--- config.mk ---
export PLATFORM = sky130hd
export DESIGN_NAME = pipelined_addsub_flat
export DESIGN_NICKNAME = d
export VERILOG_FILES = /design/src/rtl/pipelined_addsub_pkg.sv /design/src/rtl/pipelined_addsub_if.sv /design/src/rtl/pipelined_addsub_cla_slice.sv /design/src/rtl/pipelined_addsub.sv /design/src/flat_wrapper.sv
export SDC_FILE = /design/constraint.sdc
export NUM_CORES = 1
export LEC_CHECK = 0
export BUFFER_PORTS_ARGS = -buffer_cell sky130_fd_sc_hd__buf_2
export CAP_MARGIN = 25
export CORE_UTILIZATION = 45
export DETAILED_ROUTE_END_ITERATION = 8
export GPL_ROUTABILITY_DRIVEN = 0
export HOLD_SLACK_MARGIN = 0.15
export PLACE_DENSITY = 0.63
export SYNTH_ARGS = -nofsm -noshare
export SYNTH_HDL_FRONTEND = slang
export SYNTH_HIERARCHICAL = 1
export SYNTH_SLANG_ARGS = --single-unit
--- constraint.sdc ---
create_clock -name clock -period 6.8 [get_ports clock]
set_clock_uncertainty 0.15 [all_clocks]
set_input_delay 0.34 -clock clock [delete_from_list [all_inputs] [get_ports clock]]
set_output_delay 0.34 -clock clock [all_outputs]
set_load 0.1 [all_outputs]
--- src/rtl/pipelined_addsub_pkg.sv ---
// Shared constants for the ALU add/sub datapath: flag bit positions,
// mode encoding and the default operand width.
package alu_pkg;
  localparam int DEFAULT_WIDTH = 32;
  localparam int NUM_FLAGS     = 4;

  localparam int FLAG_C = 0;
  localparam int FLAG_V = 1;
  localparam int FLAG_Z = 2;
  localparam int FLAG_N = 3;

  typedef enum logic {
    OP_ADD = 1'b0,
    OP_SUB = 1'b1
  } op_e;
endpackage

--- src/rtl/pipelined_addsub_if.sv ---
// Operand/result handshake bundle for pipelined_addsub.
interface pipelined_addsub_if #(
  parameter int WIDTH = alu_pkg::DEFAULT_WIDTH
);
  logic                          in_valid;
  logic                          in_ready;
  logic [WIDTH-1:0]              a;
  logic [WIDTH-1:0]              b;
  logic                          carry_in;
  logic                          sub;
  logic                          out_valid;
  logic                          out_ready;
  logic [WIDTH-1:0]              result;
  logic [alu_pkg::NUM_FLAGS-1:0] flags;

  modport master (
    output in_valid, a, b, carry_in, sub, out_ready,
    input  in_ready, out_valid, result, flags
  );

  modport slave (
    input  in_valid, a, b, carry_in, sub, out_ready,
    output in_ready, out_valid, result, flags
  );
endinterface

--- src/rtl/pipelined_addsub_cla_slice.sv ---
// Combinational carry-lookahead slice: group generate/propagate chain the
// carries between GROUP-bit groups; bits inside a group use local carries.
module cla_slice #(
  parameter int W     = 8,
  parameter int GROUP = 4
) (
  input  logic [W-1:0] a,
  input  logic [W-1:0] b,
  input  logic         cin,
  output logic [W-1:0] sum,
  output logic         cout,
  output logic         cmsb
);
  localparam int NG = W / GROUP;

  logic [W-1:0] g, p;
  logic [W:0]   c;
  logic         gg, pp;

  assign g = a & b;
  assign p = a ^ b;

  always_comb begin
    c    = '0;
    c[0] = cin;
    gg   = 1'b0;
    pp   = 1'b1;
    for (int j = 0; j < NG; j++) begin
      gg = 1'b0;
      pp = 1'b1;
      for (int i = 0; i < GROUP; i++) begin
        gg = g[j*GROUP+i] | (p[j*GROUP+i] & gg);
        pp = pp & p[j*GROUP+i];
        if (i < GROUP - 1)
          c[j*GROUP+i+1] = g[j*GROUP+i] | (p[j*GROUP+i] & c[j*GROUP+i]);
      end
      // group carry comes from G/P, not from the last in-group carry
      c[(j+1)*GROUP] = gg | (pp & c[j*GROUP]);
    end
  end

  assign sum  = p ^ c[W-1:0];
  assign cout = c[W];
  assign cmsb = c[W-1];
endmodule

--- src/rtl/pipelined_addsub.sv ---
// Pipelined add/sub: one CLA slice per stage, carry registered between
// stages, elastic valid/ready pipeline, N/Z/V/C flags from the last stage.
module pipelined_addsub
  import alu_pkg::*;
#(
  parameter int WIDTH  = DEFAULT_WIDTH,
  parameter int STAGES = 4,
  parameter int GROUP  = 4
) (
  input  logic              clock,
  input  logic              clear,
  pipelined_addsub_if.slave bus
);
  localparam int SLICE = (STAGES > 0) ? WIDTH / STAGES : 1;
  localparam int LAST  = (STAGES > 0) ? STAGES - 1 : 0;

  if (WIDTH <= 0 || STAGES <= 0 || GROUP <= 0) begin : g_bad_zero
    $error("pipelined_addsub: WIDTH, STAGES and GROUP must be nonzero");
  end else if ((WIDTH % STAGES) != 0 || (SLICE % GROUP) != 0) begin : g_bad_div
    $error("pipelined_addsub: STAGES must divide WIDTH and GROUP must divide WIDTH/STAGES");
  end

  logic [STAGES-1:0]            vld, co_r, cm_r;
  logic [STAGES-1:0][WIDTH-1:0] a_r, b_r, res_r;

  logic [STAGES:0]              en;
  logic [STAGES-1:0]            up_vld, cin_s, so, sm;
  logic [STAGES-1:0][WIDTH-1:0] up_a, up_b, up_res, nres;
  logic [STAGES-1:0][SLICE-1:0] sa, sb, ss;
  logic [WIDTH-1:0]             b_eff;
  logic                         c_eff;
  logic [NUM_FLAGS-1:0]         flags_c;
  logic                         unused_bits;

  always_comb begin
    b_eff = (op_e'(bus.sub) == OP_SUB) ? ~bus.b : bus.b;
    c_eff = (op_e'(bus.sub) == OP_SUB) ? 1'b1 : bus.carry_in;
    // a stage can load when empty or when its occupant moves on
    en         = '0;
    en[STAGES] = bus.out_ready;
    for (int k = STAGES - 1; k >= 0; k--)
      en[k] = !vld[k] || en[k+1];
    up_vld[0] = bus.in_valid;
    up_a[0]   = bus.a;
    up_b[0]   = b_eff;
    up_res[0] = '0;
    cin_s[0]  = c_eff;
    for (int k = 1; k < STAGES; k++) begin
      up_vld[k] = vld[k-1];
      up_a[k]   = a_r[k-1];
      up_b[k]   = b_r[k-1];
      up_res[k] = res_r[k-1];
      cin_s[k]  = co_r[k-1];
    end
    for (int k = 0; k < STAGES; k++) begin
      sa[k] = up_a[k][k*SLICE +: SLICE];
      sb[k] = up_b[k][k*SLICE +: SLICE];
    end
  end

  for (genvar k = 0; k < STAGES; k++) begin : g_stage
    cla_slice #(.W(SLICE), .GROUP(GROUP)) u_slice (
      .a    (sa[k]),
      .b    (sb[k]),
      .cin  (cin_s[k]),
      .sum  (ss[k]),
      .cout (so[k]),
      .cmsb (sm[k])
    );
  end

  always_comb begin
    nres = up_res;
    for (int k = 0; k < STAGES; k++)
      nres[k][k*SLICE +: SLICE] = ss[k];
  end

  // payload only loads with a valid op, so outputs stay 0 after clear
  always_ff @(posedge clock or posedge clear) begin
    if (clear) begin
      vld   <= '0;
      co_r  <= '0;
      cm_r  <= '0;
      a_r   <= '0;
      b_r   <= '0;
      res_r <= '0;
    end else begin
      for (int k = 0; k < STAGES; k++) begin
        if (en[k]) begin
          vld[k] <= up_vld[k];
          if (up_vld[k]) begin
            a_r[k]   <= up_a[k];
            b_r[k]   <= up_b[k];
            res_r[k] <= nres[k];
            co_r[k]  <= so[k];
            cm_r[k]  <= sm[k];
          end
        end
      end
    end
  end

  always_comb begin
    flags_c = '0;
    if (vld[LAST]) begin
      flags_c[FLAG_C] = co_r[LAST];
      flags_c[FLAG_V] = co_r[LAST] ^ cm_r[LAST];
      flags_c[FLAG_Z] = (res_r[LAST] == '0);
      flags_c[FLAG_N] = res_r[LAST][WIDTH-1];
    end
  end

  assign bus.in_ready  = en[0];
  assign bus.out_valid = vld[LAST];
  assign bus.result    = res_r[LAST];
  assign bus.flags     = flags_c;

  // operand bits already consumed by earlier slices have no reader
  assign unused_bits = ^{a_r, b_r, cm_r};
endmodule

--- src/flat_wrapper.sv ---
// flat-port wrapper written by rule: the top's interface ports become plain ports
module pipelined_addsub_flat import alu_pkg::*;
#(
  parameter int WIDTH  = DEFAULT_WIDTH,
  parameter int STAGES = 4,
  parameter int GROUP  = 4
)
  (clock, clear, bus_in_valid, bus_a, bus_b, bus_carry_in, bus_sub, bus_out_ready, bus_in_ready, bus_out_valid, bus_result, bus_flags);
  pipelined_addsub_if #(.WIDTH(WIDTH)) bus_i ();
  input  logic clock;
  input  logic clear;
  input wire logic [$bits(bus_i.in_valid)-1:0] bus_in_valid;
  input wire logic [$bits(bus_i.a)-1:0] bus_a;
  input wire logic [$bits(bus_i.b)-1:0] bus_b;
  input wire logic [$bits(bus_i.carry_in)-1:0] bus_carry_in;
  input wire logic [$bits(bus_i.sub)-1:0] bus_sub;
  input wire logic [$bits(bus_i.out_ready)-1:0] bus_out_ready;
  output wire logic [$bits(bus_i.in_ready)-1:0] bus_in_ready;
  output wire logic [$bits(bus_i.out_valid)-1:0] bus_out_valid;
  output wire logic [$bits(bus_i.result)-1:0] bus_result;
  output wire logic [$bits(bus_i.flags)-1:0] bus_flags;
  assign bus_i.in_valid = bus_in_valid;
  assign bus_i.a = bus_a;
  assign bus_i.b = bus_b;
  assign bus_i.carry_in = bus_carry_in;
  assign bus_i.sub = bus_sub;
  assign bus_i.out_ready = bus_out_ready;
  assign bus_in_ready = bus_i.in_ready;
  assign bus_out_valid = bus_i.out_valid;
  assign bus_result = bus_i.result;
  assign bus_flags = bus_i.flags;
  pipelined_addsub #(.WIDTH(WIDTH), .STAGES(STAGES), .GROUP(GROUP)) u_core (.clock(clock), .clear(clear), .bus(bus_i));
endmodule
# --- Word-level counts from Yosys, hierarchy flattened ---
# Index checks and enable logic that the tools add are counted.
word_totals:
  wordCells: 185
  inputBits: 70
  output_inout_bits: 38
  reg_bits: 281
classes:
  n_mux: 3
  bitwise_logic: 150
  reduce_logical: 13
ops:
  columns: ["operator", "n"]
  rows:
  - ["1-bit AND", 80]
  - ["8-bit bitwise XOR", 8]
  - ["1-bit OR", 56]
  - ["8-bit AND", 4]
  - ["32-bit zero test", 1]
  - ["32-bit two-way mux", 1]
  - ["32-bit NOT", 1]
  - ["2-bit AND reduction", 4]
  - ["1-bit zero test", 4]
  - ["1-bit logical OR", 4]
  - ["4-bit two-way mux", 1]
  - ["1-bit two-way mux", 1]
  - ["1-bit bitwise XOR", 1]

# --- Logic depth before layout (Yosys ltp) ---
# Gate-level depths: netlist (run 1).
depth:
  word_depth: 17
  depth_mapped: 13
  depth_no_buf: 11

# --- Modules after synthesis ---
# The synthesis (run 1) kept the hierarchy.
by_module_without_submodules:
  columns: ["module", "instances", "seq_area_each_um2", "cells_per_inst", "area_each_um2"]
  rows:
  - ["pipelined_addsub", 1, 4629.4, 451, 7394.6]
  - ["cla_slice (u_core.g_stage[1].u_slice ...)", 3, 0.0, 36, 346.6]
  - ["cla_slice (u_core.g_stage[0].u_slice)", 1, 0.0, 36, 339.1]

# --- Least setup slack after synthesis (run 1) ---
# Ideal clock, no wire load.
synth_timing:
  path_kind: "register -> output"
  from: "register u_core.vld[3]"
  to: "output port bus_flags[2]"
  n_path_buf: 0
  path_stages_with_launch: 4
  t_arrival_ns: 3.489
  slack_ns: 2.821
  required_ns: 6.310
  path_cell_list: "dfrtp_1 nor4b_1 nand4_1 nor3_1"
synth_between:
  elab_chain_cells: 1
synth_lines:
  columns: ["element", "line_no", "source"]
  rows:
  - ["start: declaration", "pipelined_addsub.sv:23", "logic [STAGES-1:0] vld, co_r, cm_r;"]
  - ["start signal: indexed assignment", "pipelined_addsub.sv:90", "vld[k] <= up_vld[k];"]
  - ["4-bit two-way mux", "pipelined_addsub.sv:105", "if (vld[LAST]) begin"]
  - ["end: declaration", "flat_wrapper.sv:21", "output wire logic [$bits(bus_i.flags)-1:0] bus_flags;"]
# Every way passes these cells.

==> metrics.yaml, run 1 <==
status: "completed"
yosysWarnings: 6
initial_core_util_pct: 46.4
cts_setup_buffers: 0
final_antenna_net_count: 0
fmax_mhz: 308
holdBufCountCts: 33
grt_pass1_vias: 5547
multi_input_area_sq_um: 3860
peakVddDrop_v: 0.000183
period_share_pct: 47.8
area_growth_syn_to_layout_pct: 19.9
final_hold_viol_count: 0
drive_gt1_share_pct: 45.1
fin_nets: 862
wl_per_cell_um: 16.7
port_buffers: 107
syn_inst: 592
root_buffer: "clkbuf_16"
antenna_found_initial: 0
crit_fanout: 33
grt_max_degree: 82
final_common_cell: "dfrtp_1"
critPathKind: "in -> reg"
antenna_cells: 0
synth_area_sq_um: 8760
clockBufferDepth: 2
first_pass_iters: 4
grt_pass1_wl_mm: 28.4
grtUsageTotal_pct: 18.6
power_density_nw_per_um2: 470
holdWs_ns: 0.167
setup_viol: 0
path_delay_family: "adder cells"
dpl.hpwl_mm: 11.9
crit_slowest_cell: "buf_4"
cts.reportedPaths.clkPinSlew_ns: 0.06
cts_resized: 0
crit_required_ns: 7.01
relSlewSlack_pct: 46.5
max_stage_delay_ns: 0.48
hold_path.class: "in -> reg"
timing.final.crit_period_ns: 3.25
clk_latency_ns: 0.42
avgViaCountPerCell: 4.95
nFillCells: 1581
tightest_slew_ns: 0.802
mostFrequentLayoutCells: "185 x dfrtp_1, 151 x mux2_2, 107 x buf_2, 37 x xor2_1, 37 x inv_1"
num_rows: 50
drc: 0
pin_count: 108
routed_wl_mm: 16.9
die-area_sq_um: 20000
htreeDepth: 4
ff_latch_area_sq_um: 4630
avgSynthCellArea_sq_um: 14.8
cap_violations: 0
slew_violations: 0
die_h_um: 142
tns_ns: 0
grt_setup_unrepaired: "no"
dr_total_vias: 4991
coreArea_sq_um: 18900
cts.sinks: 185
path_common_cell: "fa_1"
worst_setup_path_end_kind: "flip-flop"
drt_iter0_markers: 205
power.leakage_nw: 4.86
cts_tree: "built"
crit_path_start_kind: "input port"
cts_buffers: 17
synthesis.nets: 718
die_w_um: 142
crit_buf_inv: 4
arrival_ns: 3.46
overflow: 0
cp_cell_sequence: "buf_2, buf_4, xor2_1, ha_1, a211oi_1, o21ai_1, fa_1, fa_1, inv_1, fa_1, inv_1, mux2_2"
==> worst reg2reg max path, delay by kind of cell, from the launching register on <==
family          cells  cell delay [ns]
fa+ha+maj           4             1.50
compound gates      3             0.42
flops               1             0.42
buf+inv             2             0.15
mux                 1             0.13
==> area by class of cell <==
| cell class | instances | share of cell area, % |
|---|---|---|
| well taps | 260 | 3.10 |
| clock buffers | 24 | 4.68 |
| inverters | 38 | 1.41 |
| flip-flops and latches | 185 | 44.1 |
| clock inverters | 7 | 1.10 |
| multi-input cells | 347 | 36.8 |
| repair buffers | 147 | 8.86 |
==> per-layer routing <==
metal  vias to the layer above  wire, um  track usage [%]
li1                       2334         -                -
met1                      2552      7410             22.7
met2                        81      8420             31.7
met3                        24       615             4.62
met4                         0       422             7.36
met5                         -         0                0
==> registers in the layout (all words and copies together), names as in the netlist <==
| register | cells |
|---|---|
| u_core/vld | 4 |
| u_core/b_r | 48 |
| u_core/a_r | 48 |
| u_core/cm_r | 1 |
| u_core/nres | 48 |
| u_core/co_r | 4 |
| u_core/bus.result | 32 |
==> power by group <==
group | total, mW | switching (mW) | internal (mW)
Clock | 1.00 | 0.390 | 0.615
Combinational | 2.13 | 1.37 | 0.758
Sequential | 1.80 | 0.284 | 1.52
==> metrics by stage <==
step / instance area [sq um] / power, mW / std cells / util (%) / setup WS [ns]
6_report: 10500 / 4.94 / 1008 / 55.6 / 3.55
5_1_grt: 10500 / 5.23 / 1008 / 55.6 / 3.36
4_1_cts: 10500 / 5.00 / 1008 / 55.6 / 3.57
3_5_place_dp: 9570 / 3.96 / 944 / 50.6 / 3.13
3_3_place_gp: 9550 / 3.88 / 943 / 50.5 / 3.24
2_1_floorplan: 8760 / 3.48 / 592 / - / 1.28
==> path summary, 6_finish.rpt <==
kind / slack, ns / start / cells after the start / to
worst min register to register: 0.35 / u_core/b_r[59] / 1 / u_core/b_r[91]
worst min-delay path: 0.17 / bus_b[10] / 3 / u_core/b_r[10]
worst max-delay path: 3.55 / bus_sub / 12 / u_core/nres[38]
max in group asynchronous: 4.85 / clear / 4 / u_core/b_r[19]
worst max register to register: 3.96 / u_core/a_r[10] / 10 / u_core/nres[78]
min in group asynchronous: 0.44 / clear / 3 / u_core/a_r[93]
(Power assumes the default switching activity.)
==> inputs of run 2 (changes only) <==
Settings changed: ABC_AREA from default to 1.
Clock period 6.8 ns to 3.2 ns, I/O delays scaled along.
==> run 2 against run 1 <==
Net effect:
- setup slack lost 3.1 ns
- power up 110%
- register-to-register slack lost 3.5 ns
- cell area is 5.5% higher
- synthesized cell count up 78%
- critical path type is now reg -> reg
==> metrics.yaml, run 2 <==
root_buffer: "clkbuf_16"  # unchanged
design_area_sq_um: 11100  # was 10,500 sq um
relSlewSlack_pct: 57.5  # was 46.5%
port_buffers: 107  # unchanged
pre_cts_slack_ns: 0.299  # was 3.13 ns
path_common_cell: "fa_1"  # unchanged
max_stage_delay_ns: 0.40  # was 0.48 ns
total_power_mw: 10.3  # was 4.94 mW
worst_setup_path_end_kind: "flip-flop"  # unchanged
p_sw_mw: 4.68  # was 2.05 mW
grt_pass1_vias: 6633  # was 5,547
avgViaCountPerCell: 4.62  # was 4.95
cts.sinks: 185  # unchanged
post_dp_cell_area_sq_um: 9900  # was 9570 sq um
synthesis.nets: 1182  # was 718
antenna_cells: 0  # unchanged
power_density_nw_per_um2: 934  # was 470 nW/um^2
die_h_um: 145  # was 142 um
final_antenna_net_count: 0  # unchanged
die_w_um: 145  # was 142 um
slew_violations: 0  # unchanged
power.leakage_nw: 5.99  # was 4.86 nW
regToRegStartpoint: "u_core/a_r[11]"  # was u_core/a_r[10]
syn_inst: 1056  # was 592
clockBufferDepth: 2  # unchanged
overflow: 0  # unchanged
p_int_mw: 5.66  # was 2.89 mW
final_common_cell: "nand2_1"  # was dfrtp_1
path_delay_family: "adder cells"  # unchanged
cts.reportedPaths.clkPinSlew_ns: 0.07  # was 0.06 ns
endpoint: "u_core/nres[78]"  # was u_core/nres[38]
critPathKind: "reg -> reg"  # was in -> reg
dr_total_vias: 6811  # was 4,991
pwr-share-clk_pct: 20.5  # was 20.4%
grtUsageTotal_pct: 19.3  # was 18.6%
grt_pass1_wl_mm: 32.0  # was 28.4 mm
timing.final.crit_period_ns: 2.75
crit_slowest_cell: "fa_1"  # was buf_4
drc: 0  # unchanged
clk_latency_ns: 0.42  # about the same
reg2reg_slack_ns: 0.45  # was 3.96 ns
cts_tree: "built"  # unchanged
dpl.hpwl_mm: 12.7  # was 11.9 mm
mostFrequentLayoutCells: "389 x nand2_1, 185 x dfrtp_1, 168 x nand3_1, 107 x buf_2, 65 x inv_1"  # was 185 x dfrtp_1, 151 x mux2_2, 107 x buf_2, 37 x xor2_1, 37 x inv_1
pwr-share-comb_pct: 43.1  # was 43.2%
num_rows: 51  # was 50
setup_viol: 0  # unchanged
htreeDepth: 4  # unchanged
final_hold_viol_count: 0  # unchanged
switching_share_pct: 45.3  # was 41.5%
peakVddDrop_v: 0.000415  # was 0.000183 V
crit_path_start: "u_core/a_r[11]"  # was bus_sub
fin_nets: 1323  # was 862
seqPwrFrac_pct: 36.3  # was 36.4%
coreArea_sq_um: 19700  # was 18,900 sq um
yosysWarnings: 6  # unchanged
cts_resized: 0  # unchanged
grt_max_degree: 113  # was 82
nFillCells: 1826  # was 1,581
tns_ns: 0  # unchanged
cap_violations: 0  # unchanged
status: "completed"  # unchanged
avgSynthCellArea_sq_um: 8.68  # was 14.8 sq um
antenna_found_initial: 0  # unchanged
fmax_mhz: 364
crit_fanout: 3  # was 33
routed_wl_mm: 18.1  # was 16.9 mm
period_share_pct: 85.9
cts_buffers: 17  # unchanged
drt_iter0_markers: 351  # was 205
cp.depth: 12  # unchanged
arrival_ns: 2.96  # was 3.46 ns
first_pass_iters: 4  # unchanged
r2r.worst_path.cells: 12  # was 10
tightest_slew_ns: 0.637  # was 0.802 ns
finalWorstSetupSlack_ns: 0.452  # was 3.55 ns
r2r_end: "u_core/nres[78]"  # unchanged
crit_path_start_kind: "flip-flop"  # was input port
die-area_sq_um: 20900  # was 20,000 sq um
wl_per_cell_um: 12.3  # was 16.7 um
drive_gt1_share_pct: 14.8  # was 45.1%
pin_count: 108  # unchanged
grt_setup_unrepaired: "no"  # unchanged
synth_area_sq_um: 9170  # was 8760 sq um
area_growth_syn_to_layout_pct: 20.9  # was 19.9%
hold_path.class: "in -> reg"  # unchanged
initial_core_util_pct: 46.5  # was 46.4%
cp_cell_sequence: "ha_1, nand2_1, nor2_1, nor2_1, nand2_2, fa_1, fa_1, inv_1, fa_1, inv_1, nand3_1, nand2_1"  # was buf_2, buf_4, xor2_1, ha_1, a211oi_1, o21ai_1, fa_1, fa_1, inv_1, fa_1, inv_1, mux2_2
crit_required_ns: 3.41  # was 7.01 ns
crit_buf_inv: 2  # was 4
run 2: worst min path at each step:
stage,start,to,slack [ns],depth (start not counted)
after global routing,bus_in_valid,u_core/vld[0],0.24,3
after floorplan,bus_a[16],u_core/a_r[16],0.15,2
after detailed placement,clear,u_core/bus.result[9],-0.05,2
after CTS,bus_out_ready,u_core/vld[3],0.17,4
after global placement,clear,u_core/bus.result[9],-0.05,2
final,bus_out_ready,u_core/vld[3],0.19,4
run 2: repair_timing:
item / 4_1_cts / 5_1_grt
hold buffers: 58 / 0
setup buffers: 0 / 0
endpoints found under the hold margin: 241 / 0
run 2: per-layer routing:
layer | track usage, % | up-vias | routed length [um]
li1 | - | 3599 | -
met5 | 0 | - | 0
met1 | 30.0 | 3079 | 9890
met2 | 27.7 | 122 | 7550
met4 | 5.32 | 0 | 161
met3 | 3.22 | 11 | 537
run 2: area by class of cell:
type / instances / area, sq um / share of cell area [%]
clock buffers: 20 / 457 / 4.12
clock inverters: 11 / 146 / 1.32
inverters: 73 / 278 / 2.51
multi-input cells: 738 / 3970 / 35.8
flip-flops and latches: 185 / 4630 / 41.8
well taps: 265 / 332 / 2.99
repair buffers: 182 / 1270 / 11.4
run 2: power by group through the flow:
stage	Sequential (mW)	Combinational, mW	Clock (mW)
after detailed placement	3.80	4.45	0
after global routing	3.87	5.00	2.27
after global placement	3.78	4.36	0
after CTS	3.76	4.52	2.18
final	3.76	4.46	2.13
after floorplan	5.03	2.32	0
run 2: tightest hold or removal path: stages:
cell and delay, ns:
buf_2 0.13, nor2_8 0.06, inv_2 0.27, nand2_1 0.09
run 2: metrics by stage:
stage / utilization, % / hold slack, ns / std cells
4_1_cts: 56.2 / 0.173 / 1474
6_report: 56.2 / 0.194 / 1474
3_3_place_gp: 50.2 / -0.0544 / 1385
2_1_floorplan: - / 0.155 / 1056
3_5_place_dp: 50.2 / -0.0500 / 1385
5_1_grt: 56.2 / 0.245 / 1474
==> inputs of run 3 (changes only) <==
Settings changed: CORE_MARGIN from default to 8.
==> run 3 against run 2 <==
Net effect:
- cell count up 2.2%
- critical path depth did not move
- wire length is 7.7% higher
- setup slack better by 0.0048 ns
- first-iteration DRC count grew 25%
- clock-buffer cell count up 3
- non-clock buffer count is 26 higher
- maximum frequency is 0.18% higher
- core utilization increased by 0.30 points
- critical endpoint unchanged
- largest power group unchanged
==> metrics.yaml, run 3 (synthesized netlist as in run 2, its figures left out) <==
grt_pass1_vias: 7053  # was 6,633
dpl.hpwl_mm: 13.7  # was 12.7 mm
slew_violations: 0  # unchanged
finalWorstSetupSlack_ns: 0.457  # was 0.452 ns
coreArea_sq_um: 20100  # was 19,700 sq um
critPathKind: "reg -> reg"  # unchanged
dr_total_vias: 7004  # was 6,811
period_share_pct: 85.7  # was 85.9%
antenna_found_initial: 0  # unchanged
crit_path_start_kind: "flip-flop"  # unchanged
total_power_mw: 10.4  # was 10.3 mW
crit_required_ns: 3.42  # was 3.41 ns
arrival_ns: 2.96  # about the same
nFillCells: 1836  # was 1,826
peakVddDrop_v: 0.000432  # was 0.000415 V
tightest_slew_ns: 0.904  # was 0.637 ns
use_met1_pct: 24.3  # was 30.0%
power.leakage_nw: 6.07  # was 5.99 nW
final_hold_viol_count: 0  # unchanged
overflow: 0  # unchanged
cts_setup_buffers: 0  # unchanged
port_buffers: 107  # unchanged
routed_wl_mm: 19.5  # was 18.1 mm
antenna_cells: 0  # unchanged
cap_violations: 0  # unchanged
fmax_mhz: 365  # was 364 MHz
avgViaCountPerCell: 4.65  # was 4.62
grtUsageTotal_pct: 16.2  # was 19.3%
relSlewSlack_pct: 39.6  # was 57.5%
final_common_cell: "nand2_1"  # unchanged
timing.final.crit_period_ns: 2.74  # was 2.75 ns
mostFrequentLayoutCells: "389 x nand2_1, 185 x dfrtp_1, 168 x nand3_1, 107 x buf_2, 84 x dlygate4sd3_1"  # was 389 x nand2_1, 185 x dfrtp_1, 168 x nand3_1, 107 x buf_2, 65 x inv_1
hold_path.class: "in -> reg"  # unchanged
area_growth_syn_to_layout_pct: 23.9  # was 20.9%
tns_ns: 0  # unchanged
clk_latency_ns: 0.44  # was 0.42 ns
grt_max_degree: 66  # was 113
status: "completed"  # unchanged
wl_per_cell_um: 13.0  # was 12.3 um
cts.sinks: 185  # unchanged
power_density_nw_per_um2: 917  # was 934 nW/um^2
drc: 0  # unchanged
htreeDepth: 4  # unchanged
cts.reportedPaths.clkPinSlew_ns: 0.07  # about the same
drt_iter0_markers: 440  # was 351
num_rows: 52  # was 51
worst_setup_path_end_kind: "flip-flop"  # unchanged
crit_fanout: 3  # unchanged
grt_use_met2_pct: 23.1  # was 27.7%
design_area_sq_um: 11400  # was 11,100 sq um
pre_cts_slack_ns: 0.248  # was 0.299 ns
cts_tree: "built"  # unchanged
grt_pass1_wl_mm: 34.5  # was 32.0 mm
first_pass_iters: 5  # was 4
die_h_um: 159  # was 145 um
clockBufferDepth: 2  # unchanged
cts_buffers: 17  # unchanged
final_antenna_net_count: 0  # unchanged
drive_gt1_share_pct: 14.5  # was 14.8%
fin_nets: 1349  # was 1,323
die_w_um: 159  # was 145 um
die-area_sq_um: 25200  # was 20,900 sq um
initial_core_util_pct: 45.6  # was 46.5%
root_buffer: "clkbuf_16"  # unchanged
pin_count: 108  # unchanged
post_dp_cell_area_sq_um: 9920  # was 9900 sq um
grt_setup_unrepaired: "no"  # unchanged
use_met3_pct: 3.02  # was 3.22%
gr-max-usage-layer: "met1"  # unchanged
setup_viol: 0  # unchanged
## run 3: cell types whose count changed in the layout (fill, tap and decap cells not counted), moves of 2 or more
cell	delta
clkbuf_8	+2
clkinv_4	+2
clkinvlp_4	-2
dlygate4sd3_1	+26
## run 3: path summary, 6_finish.rpt
check | from | to | slack [ns] | cells after the start
worst max-delay path | u_core/a_r[11] | u_core/nres[78] | 0.46 | 12
worst min-delay path | bus_a[0] | u_core/nres[32] | 0.16 | 6
worst max register to register | u_core/a_r[11] | u_core/nres[78] | 0.46 | 12
worst min register to register | u_core/b_r[58] | u_core/b_r[58] | 0.32 | 2
max in group asynchronous | clear | u_core/nres[110] | 1.76 | 4
min in group asynchronous | clear | u_core/bus.result[10] | 0.33 | 3
## run 3: what timing repair did
action                    4_1_cts  5_1_grt
hold endpoints to repair      101        0
resized for setup               0        0
hold buffers                   84        0
## run 3: power breakdown
part	switching [mW]	total [mW]	leakage [nW]	internal [mW]
logic	3.24	4.50	3.50	1.26
registers	0.623	3.79	2.28	3.17
clock network	0.878	2.12	0.286	1.24
total	4.74	10.4	6.07	5.67
## run 3: cell type report
class                      count  area (sq um)  share of cell area (%)
clock inverter                 9           114                    1.00
inverter                      73           278                    2.45
timing repair buffer         208          1540                    13.6
sequential                   185          4630                    40.8
tap                          270           338                    2.97
clock buffer                  23           488                    4.30
multi-input combinational    738          3970                    35.0
## run 3: critical path, cell delays in order, from the launching register on
cell and delay [ns]:
dfrtp_1 0.38, ha_1 0.34, nand2_1 0.11, nor2_1 0.05
nor2_1 0.11, nand2_2 0.09, fa_1 0.38, fa_1 0.37
inv_1 0.07, fa_1 0.40, inv_1 0.06, nand3_1 0.07
nand2_1 0.09
## run 3: through the flow
stage	utilization, %	cells	hold WS, ns
floorplan	-	1056	0.155
detailed placement	49.3	1390	0.243
global route	56.5	1506	0.190
CTS	56.5	1506	0.152
finish	56.5	1506	0.159
global placement	49.3	1390	0.241
## run 3: layer usage
metal	vias up	share of wire, %
li1	3650	-
met1	3207	53
met2	134	42
met3	13	3.7
met4	0	1.1
met5	-	0
